`src/rtl/tictactoe_pkg.sv`:
```
// Shared types, constants and helpers for the tic-tac-toe board engine.
package tictactoe_pkg;

  localparam int unsigned NUM_CELLS = 9;
  localparam int unsigned NUM_LINES = 8;
  localparam int unsigned CELL_W    = 2;
  localparam int unsigned BOARD_W   = NUM_CELLS * CELL_W;
  localparam int unsigned IDX_W     = 4;
  localparam int unsigned LFSR_W    = 4;

  typedef enum logic [1:0] {
    EMPTY  = 2'b00,
    MARK_X = 2'b01,
    MARK_O = 2'b10
  } cell_t;

  typedef enum logic [1:0] {
    IDLE,
    PLACE,
    RAND_SCAN,
    CHECK
  } board_state_t;

  // Cell indices of every winning line: rows, columns, main diagonal, anti-diagonal.
  localparam logic [IDX_W-1:0] LINES [NUM_LINES][3] = '{
    '{4'd0, 4'd1, 4'd2},
    '{4'd3, 4'd4, 4'd5},
    '{4'd6, 4'd7, 4'd8},
    '{4'd0, 4'd3, 4'd6},
    '{4'd1, 4'd4, 4'd7},
    '{4'd2, 4'd5, 4'd8},
    '{4'd0, 4'd4, 4'd8},
    '{4'd2, 4'd4, 4'd6}
  };

  // Mark code owned by a player (0 = X, 1 = O).
  function automatic cell_t mark_of(input logic player);
    return player ? MARK_O : MARK_X;
  endfunction

  // Read one cell; out-of-range indices read as EMPTY.
  function automatic cell_t cell_at(input logic [BOARD_W-1:0] b,
                                    input logic [IDX_W-1:0]   idx);
    cell_t c;
    c = EMPTY;
    for (int unsigned k = 0; k < NUM_CELLS; k++) begin
      if (idx == IDX_W'(k)) c = cell_t'(b[k*CELL_W +: CELL_W]);
    end
    return c;
  endfunction

  // Return the board with one cell overwritten.
  function automatic logic [BOARD_W-1:0] set_cell(input logic [BOARD_W-1:0] b,
                                                  input logic [IDX_W-1:0]   idx,
                                                  input cell_t              c);
    logic [BOARD_W-1:0] r;
    r = b;
    for (int unsigned k = 0; k < NUM_CELLS; k++) begin
      if (idx == IDX_W'(k)) r[k*CELL_W +: CELL_W] = c;
    end
    return r;
  endfunction

  // True when no cell is empty.
  function automatic logic board_full(input logic [BOARD_W-1:0] b);
    logic f;
    f = 1'b1;
    for (int unsigned k = 0; k < NUM_CELLS; k++) begin
      if (b[k*CELL_W +: CELL_W] == EMPTY) f = 1'b0;
    end
    return f;
  endfunction

  // Next probe index with 8 -> 0 wrap.
  function automatic logic [IDX_W-1:0] next_idx(input logic [IDX_W-1:0] idx);
    return (idx == IDX_W'(NUM_CELLS - 1)) ? '0 : idx + IDX_W'(1);
  endfunction

endpackage

```
`src/rtl/ttt_lfsr4.sv`:
```
// Free-running 4-bit maximal-length LFSR (x^4 + x^3 + 1) for random moves.
module ttt_lfsr4
  import tictactoe_pkg::*;
#(
  parameter logic [3:0] SEED = 4'b0001
) (
  input  logic              clk,
  input  logic              rst,
  output logic [LFSR_W-1:0] lfsr_o
);

  // A zero seed would lock the register; substitute a legal one.
  localparam logic [LFSR_W-1:0] SAFE_SEED = (SEED == '0) ? LFSR_W'(1) : SEED;

  logic [LFSR_W-1:0] lfsr_q;
  logic [LFSR_W-1:0] lfsr_d;

  // Fibonacci shift with feedback from taps 4 and 3.
  always_comb begin
    lfsr_d = {lfsr_q[2:0], lfsr_q[3] ^ lfsr_q[2]};
  end

  // Advance every cycle; reload the seed on reset.
  always_ff @(posedge clk or posedge rst) begin
    if (rst) lfsr_q <= SAFE_SEED;
    else     lfsr_q <= lfsr_d;
  end

  assign lfsr_o = lfsr_q;

endmodule

```
`src/rtl/tictactoe_board.sv`:
```
// Tic-tac-toe board state and rule engine: placement, random move, win/tie check.
module tictactoe_board
  import tictactoe_pkg::*;
#(
  parameter logic [3:0] LFSR_SEED = 4'b0001
) (
  input  logic               clk,
  input  logic               rst,
  input  logic               clear,
  input  logic               validate_play,
  input  logic               play_random,
  input  logic               check_win,
  input  logic               player,
  input  logic [IDX_W-1:0]   position,
  output logic               busy,
  output logic               play_done,
  output logic               valid,
  output logic               win_done,
  output logic               win,
  output logic               tie,
  output logic [BOARD_W-1:0] board
);

  board_state_t       state_q;
  logic [BOARD_W-1:0] board_q;
  logic               busy_q;
  logic               play_done_q;
  logic               valid_q;
  logic               win_done_q;
  logic               win_q;
  logic               tie_q;
  logic               player_q;
  logic [IDX_W-1:0]   idx_q;
  logic [IDX_W-1:0]   cnt_q;
  logic [IDX_W-1:0]   line_q;

  logic [LFSR_W-1:0]  lfsr;
  logic [IDX_W-1:0]   start_idx_c;
  cell_t              mark_c;
  cell_t              probe_cell_c;
  logic               place_ok_c;
  logic               line_hit_c;

  ttt_lfsr4 #(
    .SEED (LFSR_SEED)
  ) u_lfsr (
    .clk    (clk),
    .rst    (rst),
    .lfsr_o (lfsr)
  );

  // Derived combinational helpers for the current cell / line under test.
  always_comb begin
    start_idx_c  = (lfsr < LFSR_W'(NUM_CELLS)) ? IDX_W'(lfsr)
                                               : IDX_W'(lfsr - LFSR_W'(NUM_CELLS));
    mark_c       = mark_of(player_q);
    probe_cell_c = cell_at(board_q, idx_q);
    place_ok_c   = (idx_q < IDX_W'(NUM_CELLS)) && (probe_cell_c == EMPTY);
    line_hit_c   = (cell_at(board_q, LINES[line_q[2:0]][0]) == mark_c) &&
                   (cell_at(board_q, LINES[line_q[2:0]][1]) == mark_c) &&
                   (cell_at(board_q, LINES[line_q[2:0]][2]) == mark_c);
  end

  // Command FSM with registered status outputs; clear overrides every state.
  always_ff @(posedge clk or posedge rst) begin
    if (rst) begin
      state_q     <= IDLE;
      board_q     <= '0;
      busy_q      <= 1'b0;
      play_done_q <= 1'b0;
      valid_q     <= 1'b0;
      win_done_q  <= 1'b0;
      win_q       <= 1'b0;
      tie_q       <= 1'b0;
      player_q    <= 1'b0;
      idx_q       <= '0;
      cnt_q       <= '0;
      line_q      <= '0;
    end else begin
      play_done_q <= 1'b0;
      win_done_q  <= 1'b0;
      if (clear) begin
        state_q <= IDLE;
        busy_q  <= 1'b0;
        board_q <= '0;
        valid_q <= 1'b0;
        win_q   <= 1'b0;
        tie_q   <= 1'b0;
      end else begin
        case (state_q)
          IDLE: begin
            if (validate_play) begin
              idx_q    <= position;
              player_q <= player;
              state_q  <= PLACE;
              busy_q   <= 1'b1;
            end else if (play_random) begin
              idx_q    <= start_idx_c;
              cnt_q    <= '0;
              player_q <= player;
              state_q  <= RAND_SCAN;
              busy_q   <= 1'b1;
            end else if (check_win) begin
              win_q    <= 1'b0;
              tie_q    <= 1'b0;
              line_q   <= '0;
              player_q <= player;
              state_q  <= CHECK;
              busy_q   <= 1'b1;
            end
          end

          PLACE: begin
            if (place_ok_c) board_q <= set_cell(board_q, idx_q, mark_c);
            valid_q     <= place_ok_c;
            play_done_q <= 1'b1;
            state_q     <= IDLE;
            busy_q      <= 1'b0;
          end

          RAND_SCAN: begin
            if (probe_cell_c == EMPTY) begin
              board_q     <= set_cell(board_q, idx_q, mark_c);
              valid_q     <= 1'b1;
              play_done_q <= 1'b1;
              state_q     <= IDLE;
              busy_q      <= 1'b0;
            end else if (cnt_q == IDX_W'(NUM_CELLS - 1)) begin
              valid_q     <= 1'b0;
              play_done_q <= 1'b1;
              state_q     <= IDLE;
              busy_q      <= 1'b0;
            end else begin
              idx_q <= next_idx(idx_q);
              cnt_q <= cnt_q + IDX_W'(1);
            end
          end

          CHECK: begin
            if (line_q == IDX_W'(NUM_LINES)) begin
              tie_q      <= !win_q && board_full(board_q);
              win_done_q <= 1'b1;
              state_q    <= IDLE;
              busy_q     <= 1'b0;
            end else begin
              if (line_hit_c) win_q <= 1'b1;
              line_q <= line_q + IDX_W'(1);
            end
          end

          default: begin
            state_q <= IDLE;
            busy_q  <= 1'b0;
          end
        endcase
      end
    end
  end

  assign busy      = busy_q;
  assign play_done = play_done_q;
  assign valid     = valid_q;
  assign win_done  = win_done_q;
  assign win       = win_q;
  assign tie       = tie_q;
  assign board     = board_q;

endmodule

```
`config.mk`:
```
export PLATFORM = sky130hd
export DESIGN_NAME = tictactoe_board
export DESIGN_NICKNAME = d
export VERILOG_FILES = /design/src/rtl/tictactoe_pkg.sv /design/src/rtl/ttt_lfsr4.sv /design/src/rtl/tictactoe_board.sv
export SDC_FILE = /design/constraint.sdc
export NUM_CORES = 1
export LEC_CHECK = 0
export ABC_AREA = 1
export ABC_CLOCK_PERIOD_IN_PS = 2470
export CORE_UTILIZATION = 45
export CTS_CLUSTER_DIAMETER = 150
export DETAILED_ROUTE_END_ITERATION = 6
export GPL_ROUTABILITY_DRIVEN = 0
export MAX_ROUTING_LAYER = met4
export PLACE_DENSITY = 0.64
export SLEW_MARGIN = 20
export SYNTH_ARGS = -nofsm -noshare
export SYNTH_HDL_FRONTEND = slang
export SYNTH_HIERARCHICAL = 1
export SYNTH_SLANG_ARGS = --single-unit
```
`constraint.sdc`:
```
create_clock -name clk -period 2.47 [get_ports clk]
set_input_delay 0.494 -clock clk [delete_from_list [all_inputs] [get_ports clk]]
set_output_delay 0.494 -clock clk [all_outputs]
set_load 0.1 [all_outputs]
```
======== Word-level counts from Yosys, hierarchy flattened ========
Memory sizes are Yosys's and may differ from the RTL's.
Cells that the tools add are included.
storage, ports and cells
  flip-flop bits (word level) ............. 43
  latch bits .............................. 0
  memory bits (writable) .................. 0
  bits in read-only memories .............. 96
  bits of input ports ..................... 11
  output and inout port bits .............. 24
  word-level logic and storage cells ...... 236
  memories ................................ 1
operators by class
  add/sub/neg operators ................... 4
  multiply operators ...................... 0
  divide/modulo/power cells ............... 0
  order comparisons ....................... 3
  equality and inequality tests ........... 58
  shift-type cells ........................ 0
  multiplexer cells ....................... 120
  bitwise gates (word level) .............. 3
  reduce and logical (&&, ||, !) cells .... 34
memories
  memory           depth  bits a word  rd ports  clocked after Yosys merged registers in  write ports  RTL line               source
  (no name shown)  8      12           1         0                                        0            tictactoe_board.sv:61  (cell_at(board_q, LINES[line_q[2:0]][2]) == mark_c);
operator list
  kind                                                                   number
  2-bit two-way mux                                                      53
  4-bit by 3-bit equality test with 1-bit output, second input constant  16
  4-bit two-way mux                                                      14
  18-bit two-way mux                                                     3
  1-bit two-way mux                                                      38
  18-bit one-hot mux with 2 select lines                                 1
  4-bit by 2-bit equality test with 1-bit output, second input constant  8
  3-bit != test, second input constant                                   9
  4-bit equality test, second input constant                             6
  12-bit two-way mux                                                     2
  4-bit one-hot mux with 2 select lines                                  3
  2-bit logical NOT                                                      11
  6-bit AND reduction                                                    3
  4-bit by 1-bit equality test with 1-bit output, second input constant  4
  4-bit logical NOT                                                      4
  2-bit != test, second input constant                                   7
  4-bit by 1-bit adder with 4-bit output, second input constant          3
  5-bit AND reduction                                                    2
  3-bit AND reduction                                                    3
  3-bit nonzero test                                                     3
  4-bit less-than comparator, second input constant                      2
  1-bit one-hot mux with 2 select lines                                  4
  2-bit one-hot mux with 4 select lines                                  1
  2-bit equality test                                                    3
  other kinds (14)                                                       19

======== Logic depth before layout (Yosys ltp) ========
Gate-level depths: netlist (run 1).
  word-level depth ........................ 21
  depth in mapped cells ................... 21
  depth with buffers taken out ............ 21

======== Hierarchy ========
Netlist (run 1), hierarchy kept.
by module, submodules not included
  module           instances  cells an instance  area an instance (µm²)  sequential area each (µm²)
  tictactoe_board  1          535                3373.2                  975.9
  ttt_lfsr4        1          13                 146.4                   101.3

======== Least setup slack after synthesis (run 1) ========
OpenSTA, ideal clock, no wires.
  path kind ............................... reg-to-reg
  start ................................... reg board_q[1], in the netlist board[1]
  end ..................................... reg board_q[8], in the netlist board[8]
  setup time .............................. 0.067 ns
  data arrival time ....................... 2.310 ns
  required time ........................... 2.403 ns
  path slack .............................. 0.093 ns
  stages on the path, launching flop included .. 17
  path buffers ............................ 0
  period minus slack after synthesis ...... 2.377 ns
  cells stage by stage .................... dfrtp_1 -> inv_1 -> o21ai_0 -> o21ai_1 -> nand2_1 -> nand3_1 -> nand3_1 -> nand2_1 -> nand3_2 -> nand2_4 -> nand3_1 -> nand3_2 -> nand2_1 -> inv_1 -> nand2_1 -> nand2_1 -> nand2_1
between the ends
  word-level cells in the longest chain between the ends .. 13
  elaborated cells between the ends (all ways) .. 14
  those cells by class .................... eq/ne (2); mux (9); reduce/logical (3)
RTL lines
  element                             RTL line                                       source
  start: declaration                  tictactoe_board.sv:25                          logic [BOARD_W-1:0] board_q;
  start signal: assignment            tictactoe_board.sv:114                         if (place_ok_c) board_q <= set_cell(board_q, idx_q, mark_c);
  start signal: assignment            tictactoe_board.sv:123                         board_q <= set_cell(board_q, idx_q, mark_c);
  2-bit two-way mux (*) (9 in a row)  tictactoe_pkg.sv:47                            if (idx == IDX_W'(k)) c = cell_t'(b[k*CELL_W +: CELL_W]);
  2-bit logical NOT (*)               tictactoe_board.sv:58, tictactoe_board.sv:122
  1-bit logical AND                   tictactoe_board.sv:58                          place_ok_c = (idx_q < IDX_W'(NUM_CELLS)) && (probe_cell_c == EMPTY);
  3-bit != test (no line)             --
  3-bit AND reduction (no line) (*)   --
Mark *: on every way between the ends. The rest lies on a longest branch, timed or not.
A chain may end at the register's enable or synchronous reset.

======== Final worst setup path (run 1) ========
  start ................................... reg line_q[0]
  end ..................................... reg win_q, in the netlist win
between the ends
  word-level cells in the longest chain between the ends .. 19
  elaborated cells between the ends (all ways) .. 67
  those cells by class .................... eq/ne (30); mux (29); bitwise (1); reduce/logical (6); memory (1)
RTL lines
  element                                                RTL line                                                             source
  start: declaration                                     tictactoe_board.sv:35                                                logic [IDX_W-1:0] line_q;
  start signal: assignment                               tictactoe_board.sv:147                                               line_q <= line_q + IDX_W'(1);
  3-bit NOT with 4-bit output (not written as such)      tictactoe_board.sv:59, tictactoe_board.sv:60, tictactoe_board.sv:61
  memory 8 x 12 bit                                      --
  12-bit two-way mux (not written as such) (2 in a row)  tictactoe_board.sv:61
  4-bit logical NOT                                      tictactoe_pkg.sv:47
  2-bit two-way mux (9 in a row)                         tictactoe_pkg.sv:47
  2-bit equality test (on tied branches)                 tictactoe_board.sv:59, tictactoe_board.sv:60
  1-bit logical AND                                      tictactoe_board.sv:59                                                line_hit_c = (cell_at(board_q, LINES[line_q[2:0]][0]) == mark_c) &&
  1-bit logical AND                                      tictactoe_board.sv:60                                                (cell_at(board_q, LINES[line_q[2:0]][1]) == mark_c) &&
  3-bit != test (no line)                                --
  6-bit AND reduction (no line) (*)                      --
  end signal: assignment                                 tictactoe_board.sv:73                                                win_q <= 1'b0;
  end signal: assignment                                 tictactoe_board.sv:87                                                win_q <= 1'b0;
  end signal: assignment                                 tictactoe_board.sv:104                                               win_q <= 1'b0;
  end: declaration                                       tictactoe_board.sv:30                                                logic win_q;
Mark *: on every way between the ends. The rest lies on a longest branch, timed or not. The select of a mux whose other input is x is not followed.

==> results of run 1 <==
-- power breakdown --
group	switching, uW	total, uW	internal (uW)
Sequential	380	1300	918
Clock	259	514	255
Combinational	2530	3460	928
Total	3170	5270	2100
-- area by class of cell --
type	count	area share, %
clock buffer	7	2.319
inverter	85	7.741
clock inverter	1	0.1807
tap	99	2.982
timing repair buffer	48	9.669
sequential	43	25.96
multi-input combinational	411	51.14
-- per-stage QoR --
| stage | setup WS (ns) | util (%) | hold slack, ns | total power, uW |
|---|---|---|---|---|
| finish | 0.1998 | 56.07 | 0.3914 | 5267 |
| floorplan | 0.09291 | - | 0.2594 | 3809 |
| detailed placement | 0.09913 | 52.93 | 0.4208 | 4603 |
| global route | 0.002820 | 56.07 | 0.4241 | 5657 |
| CTS | 0.07823 | 54.33 | 0.3969 | 5125 |
| global placement | 0.1925 | 52.93 | 0.4212 | 4571 |
-- registers in the layout (all words and copies together) (netlist names), 2 cells and up --
signal         cells
board             18
u_lfsr/lfsr_o      4
state_q            2
line_q             4
cnt_q              4
idx_q              4
-- worst max-delay path, stage by stage (launching register included) --
cell and delay (ns):
dfrtp_1 0.40, buf_4 0.16, ha_1 0.21, nand2_1 0.09
nand2_1 0.12, inv_1 0.15, o2111ai_1 0.29, a21oi_1 0.25
nor2_1 0.07, o211ai_1 0.11, nor2_1 0.06, nand2_1 0.07
nand2_1 0.05, nand3_1 0.08, a21oi_2 0.05
-- cells by family after synthesis --
family                   Yosys count
AND/OR/NAND/NOR                  313
buffers and inverters             95
AO/OA/AOI/OAI                     74
flip-flops                        43
adder cells (fa/ha/maj)           19
XOR/XNOR                           4
-- routing by layer --
metal  track usage [%]  wire (um)  vias up
met4             10.08        316        0
li1                  -          -     1844
met5                 -          0        -
met2             40.90       4453      117
met3             2.609        542       32
met1             32.70       4311     1649
-- final timing paths --
| kind | cells past startpoint | to | slack (ns) |
|---|---|---|---|
| max | 14 | win | 0.20 |
| max in group asynchronous | 3 | idx_q[0] | 1.44 |
| min | 2 | u_lfsr/lfsr_o[1] | 0.39 |
| max reg2reg | 14 | win | 0.20 |
| min in group clk | 0 | u_lfsr/lfsr_o[1] | 0.44 |
| min reg2reg | 0 | u_lfsr/lfsr_o[1] | 0.44 |
-- timing repair --
action,4_1_cts,5_1_grt
resized for setup,0,31
setup buffers,0,5
endpoints found under the setup margin,0,27
-- cell usage in the layout (no fill, tap or decap), drive strengths merged --
cell,instances
inv,85
nand3,53
o31ai,3
clkbuf,7
a221oi,1
nand4,11
nor3,9
o22ai,3
nand3b,1
a31oi,1
dfstp,1
o21ai,32
o211ai,5
buf,38
clkinvlp,1
dfrtp,42
a31o,1
nand2,184
a211oi,1
a21oi,25
clkdlybuf4s50,10
xor2,1
nor2,56
xnor2,3
o41ai,1
ha,19
o2111ai,1
==> results.md, run 1 <==
* Die Y at 90.44 um
* Synth top area cells: dfrtp_1 30%, nand2_1 19%, inv_1 8.9%
* Pin count of the biggest net entering global routing at 40
* Cells after Synth at about 550
* All-layer global routing usage at 25.35%
* Share of the synthesized area in the top cell type at between 20% and 30%
* Initial antenna violation count at 0
* Core area at 0.007408 mm^2
* Max Slew Vio Count at 0
* Period utilisation layout at 91.91%
* Max Cap Viol at 0
* Die area at 0.008179 mm^2
* CTS Buffer Depth at 2
* H-tree depth at 2
* Root buffer cell: clkbuf_8
* Worst slew pin tran at 0.5473 ns
* Data arrival time of the worst path at 2.46 ns
* Clock-pin slew on the worst setup and hold paths at 0.09 ns
* Syn Nets at 578
* Worst Skew at 0.009829 ns
* Critical Path Sink Type: register
* DP Cell Count at roughly 700
* Synth Area in Compound Gates at 12.16%
* Share of post-route cells with drive strength above 1 at 15.46%
* Routed via count at 3642
* Clk_lat worst skew at 0.31 ns
* Nets at 624
* Die W at between 90 and 100 um
* Total grt overflow at 0
* Count leader, synth: nand2_1
* Mean Syn Cell Area at between 6 and 7 um^2
* Fillers at 762
* Post-synth EDFFs at 0
* Antenna-violating nets left at 0
* Global-route wire length before repair at 16.29 mm
* Antenna Cells at 0
* Clock tree from TritonCTS: yes
* Number of hold buffers added after CTS at 0
* Area of the multi-input gates at 0.002125 mm^2
* R2r startpoint: line_q[0]
* WP data required at 2.66 ns
* HPWL after DPL at 7.336 mm
* Startpoint type of the worst setup path: register
* I/O pin count at 35
* Adder-cell area share of the yosys netlist at 6.754%
* FF+latch area at 0.001079 mm^2
* DR vias/cell at 5.248
* Slew HR at 63.48%
* VDD IR max at 0.0009483 V
* Minimum clock period at 2.270 ns
* Initial Utilization at 47.51%
* Number of global-route vias before repair at 3451
* Non-Filler Instances at 694
* Ys async rst share at 100.0%
* Routed length per instance at 13.87 um
* CP Max Fanout at 5
* RSZ-0062 raised after global routing: false
* Worst min path class: in2async
* Area of placed instances at 0.003921 mm^2
* Kind of critical path: reg2reg
* CTS sink count at 43
* Area Growth Syn to Fin at 18.02%
* XOR/XNOR share of the synthesized area at 0.9954%
* DRC errors left at 0
* Fin area at around 0.0042 mm^2
* Mapped Area at 0.003520 mm^2
* Total leakage power at approximately 0.0021 uW
* Yosys reg bits at 43
* Max Clk Rate at 440.5 MHz
* Main flop type after synthesis: dfrtp_1
* Pre-antenna DRT Iters at 5
* Final Hold Fails at 0
* Simple-gate portion of the synthesized area at between 30% and 40%
* Pwr dens at 1268 mW/mm^2
* Num CTS Buffers at 5
* Ys Warns at 6
* Worst Setup SP: line_q[0]
* Largest family of logic cells by synthesized area: simple AND/OR/NAND/NOR gates
* Synth unique cells at 37
* Post-synthesis mux area share at 0%
* FP Rows at 31
* Endpoints failing setup at 0
* 1st-iter DRT viols at 184
* Post-synth top area cell: dfrtp_1
* Status: finished clean
* TNS Setup at 0 ns
* Synth top cells by count: 180 x nand2_1, 83 x inv_1, 51 x nor2_1
* Port bufs at 34
* Routed wire length at 9.624 mm
* Seq/Total Area, Yosys at a little under a third
No activity file was read; power rests on OpenSTA's default activity.
==> run 2: changes to the inputs <==
--- a/config.mk
+++ b/config.mk
@@ -8,6 +8,7 @@
 export ABC_AREA = 1
 export ABC_CLOCK_PERIOD_IN_PS = 2470
 export CORE_UTILIZATION = 45
+export CTS_BUF_LIST = sky130_fd_sc_hd__clkbuf_16
 export CTS_CLUSTER_DIAMETER = 150
 export DETAILED_ROUTE_END_ITERATION = 6
 export GPL_ROUTABILITY_DRIVEN = 0
==> results.md, run 2 (same netlist as run 1, synthesis figures left out) <==
* Routed via count at 3658 (+0.44%)
* CP max stage delay at 0.39 ns (about the same)
* Slowest CP cell: dfrtp_1
* CTS sink count at 43 (unchanged)
* I/O pin count at 35 (unchanged)
* Pin count of the biggest net entering global routing at 40 (unchanged)
* RSZ-0062 raised after global routing: false
* Clock tree from TritonCTS: yes
* Max reg flops at 18 (unchanged)
* Initial antenna violation count at 0 (unchanged)
* CP Max Fanout at 5 (unchanged)
* Antenna-violating nets left at 0 (unchanged)
* Root buffer cell: clkbuf_16
* Worst min path class: in2async
* Pre-antenna DRT Iters at 4 (-1)
* DRC errors left at 0 (unchanged)
* Startpoint type of the worst setup path: register
* Most frequent cells in the layout: 175 x nand2_1, 77 x inv_1, 48 x nand3_1
* Number of global-route vias before repair at 3479 (+0.81%)
* Slew HR at 63.47% (about the same)
* Design Power at 5405 uW (+2.6%)
* Worst Skew at 0.006918 ns (-0.002911 ns)
* H-tree depth at 2 (unchanged)
* Antenna Cells at 0 (unchanged)
* Minimum clock period at 2.251 ns (-0.01937 ns)
* Data arrival time of the worst path at 2.42 ns (-0.04 ns)
* Max Clk Rate at 444.3 MHz (+0.86%)
* HPWL after DPL at 7.336 mm (unchanged)
* Status: finished clean
* FP Rows at 31 (unchanged)
* Number of hold buffers added after CTS at 0 (unchanged)
* DR vias/cell at 5.278 (+0.58%)
* Area Growth Syn to Fin at 18.84%
* Total leakage power at 0.002135 uW (+0.44%)
* Final Hold Fails at 0 (unchanged)
* Port bufs at 34 (unchanged)
* CTS Buffer Depth at 2 (unchanged)
* Routed wire length at 9.712 mm (+0.91%)
* Share of post-route cells with drive strength above 1 at 14.98% (-0.48 points)
* Endpoints failing setup at 0 (unchanged)
* Max Slew Vio Count at 0 (unchanged)
* 1st-iter DRT viols at 183 (-0.54%)
* WP data required at 2.64 ns (-0.02 ns)
* Worst slew pin tran at 0.5473 ns (+0.00003326 ns)
* Clock-pin slew on the worst setup and hold paths at 0.06 ns (-0.03 ns)
* Kind of critical path: reg2reg
* All-layer global routing usage at 25.44% (+0.093 points)
* Die Y at 90.44 um (unchanged)
* VDD IR max at 0.001045 V (+10%)
* Nets at 623 (-0.16%)
* Die W at 90.44 um (unchanged)
* Clk_lat worst skew at 0.29 ns (-0.02 ns)
* Critical Path Sink Type: register
* Initial Utilization at 47.51% (unchanged)
* Total grt overflow at 0 (unchanged)
* TNS Setup at 0 ns (unchanged)
* Num CTS Buffers at 5 (unchanged)
* Core area at 0.007408 mm^2 (unchanged)
* Period utilisation layout at 91.13% (-0.78 points)
* Global-route wire length before repair at 16.37 mm (+0.51%)
* Die area at 0.008179 mm^2 (unchanged)
* CP Cell Sequence: buf_4 -> ha_1 -> nand2_1 -> nand2_1 -> inv_1 -> o2111ai_1 -> a21oi_1 -> nor2_1 -> o211ai_1 -> nor2_1 -> nand2_1 -> nand2_1 -> nand3_1 -> a21oi_2
* Most used cell, CP: nand2_1
* Routed length per instance at 14.01 um (+1.1%)
* Max Cap Viol at 0 (unchanged)
* Commonest non-fill, non-tap cell in the layout: nand2_1
* Pwr dens at 1292 mW/mm^2 (+1.9%)
## run 2: worst paths after layout
path,slack (ns),endpoint,cells after the start,startpoint
max,0.22,win,14,line_q[0]
min,0.42,u_lfsr/lfsr_o[1],2,rst
max reg2reg,0.22,win,14,line_q[0]
min reg2reg,0.43,u_lfsr/lfsr_o[1],0,u_lfsr/lfsr_o[0]
max in group asynchronous,1.41,idx_q[0],3,rst
min in group clk,0.43,u_lfsr/lfsr_o[1],0,u_lfsr/lfsr_o[0]
## run 2: worst max-delay path, delay by kind of cell (launching register included)
family          cells  cell delay (ns)
flops               1             0.39
fa+ha+maj           1             0.21
buf+inv             2             0.31
compound gates      4             0.69
simple gates        7             0.54
## run 2: layer usage
metal	track usage, %	up-vias	routed length (um)
met5	-	-	0
met1	32.38	1687	4417
met4	10.08	0	278
met2	41.35	104	4519
met3	2.946	25	496
li1	-	1842	-
## run 2: where the power goes
part	total, uW	internal [uW]	switching (uW)
sequential	1300	919	382
combinational	3460	920	2540
clock	642	368	274
total	5400	2210	3200
## run 2: per-stage QoR
stage,util (%),instance area (um^2),hold slack [ns],setup WS (ns),cells
floorplan,-,3520,0.2594,0.09291,548
global placement,52.93,3921,0.4212,0.1925,680
global route,56.46,4183,0.4341,0.01251,693
detailed placement,52.93,3921,0.4208,0.09913,680
finish,56.46,4183,0.4172,0.2191,693
CTS,54.82,4061,0.4224,0.08477,688
## run 2: layout make-up
type	count	area, um^2
inverter	85	321.6
timing repair buffer	47	394.1
fill	754	3226
tap	99	123.9
clock buffer	5	125.1
sequential	43	1079
multi-input combinational	411	2125
clock inverter	3	15.01
## run 2: timing repair
item,in CTS,in global routing
buffers inserted,0,4
gates resized for setup,0,31
setup endpoints to repair,0,27
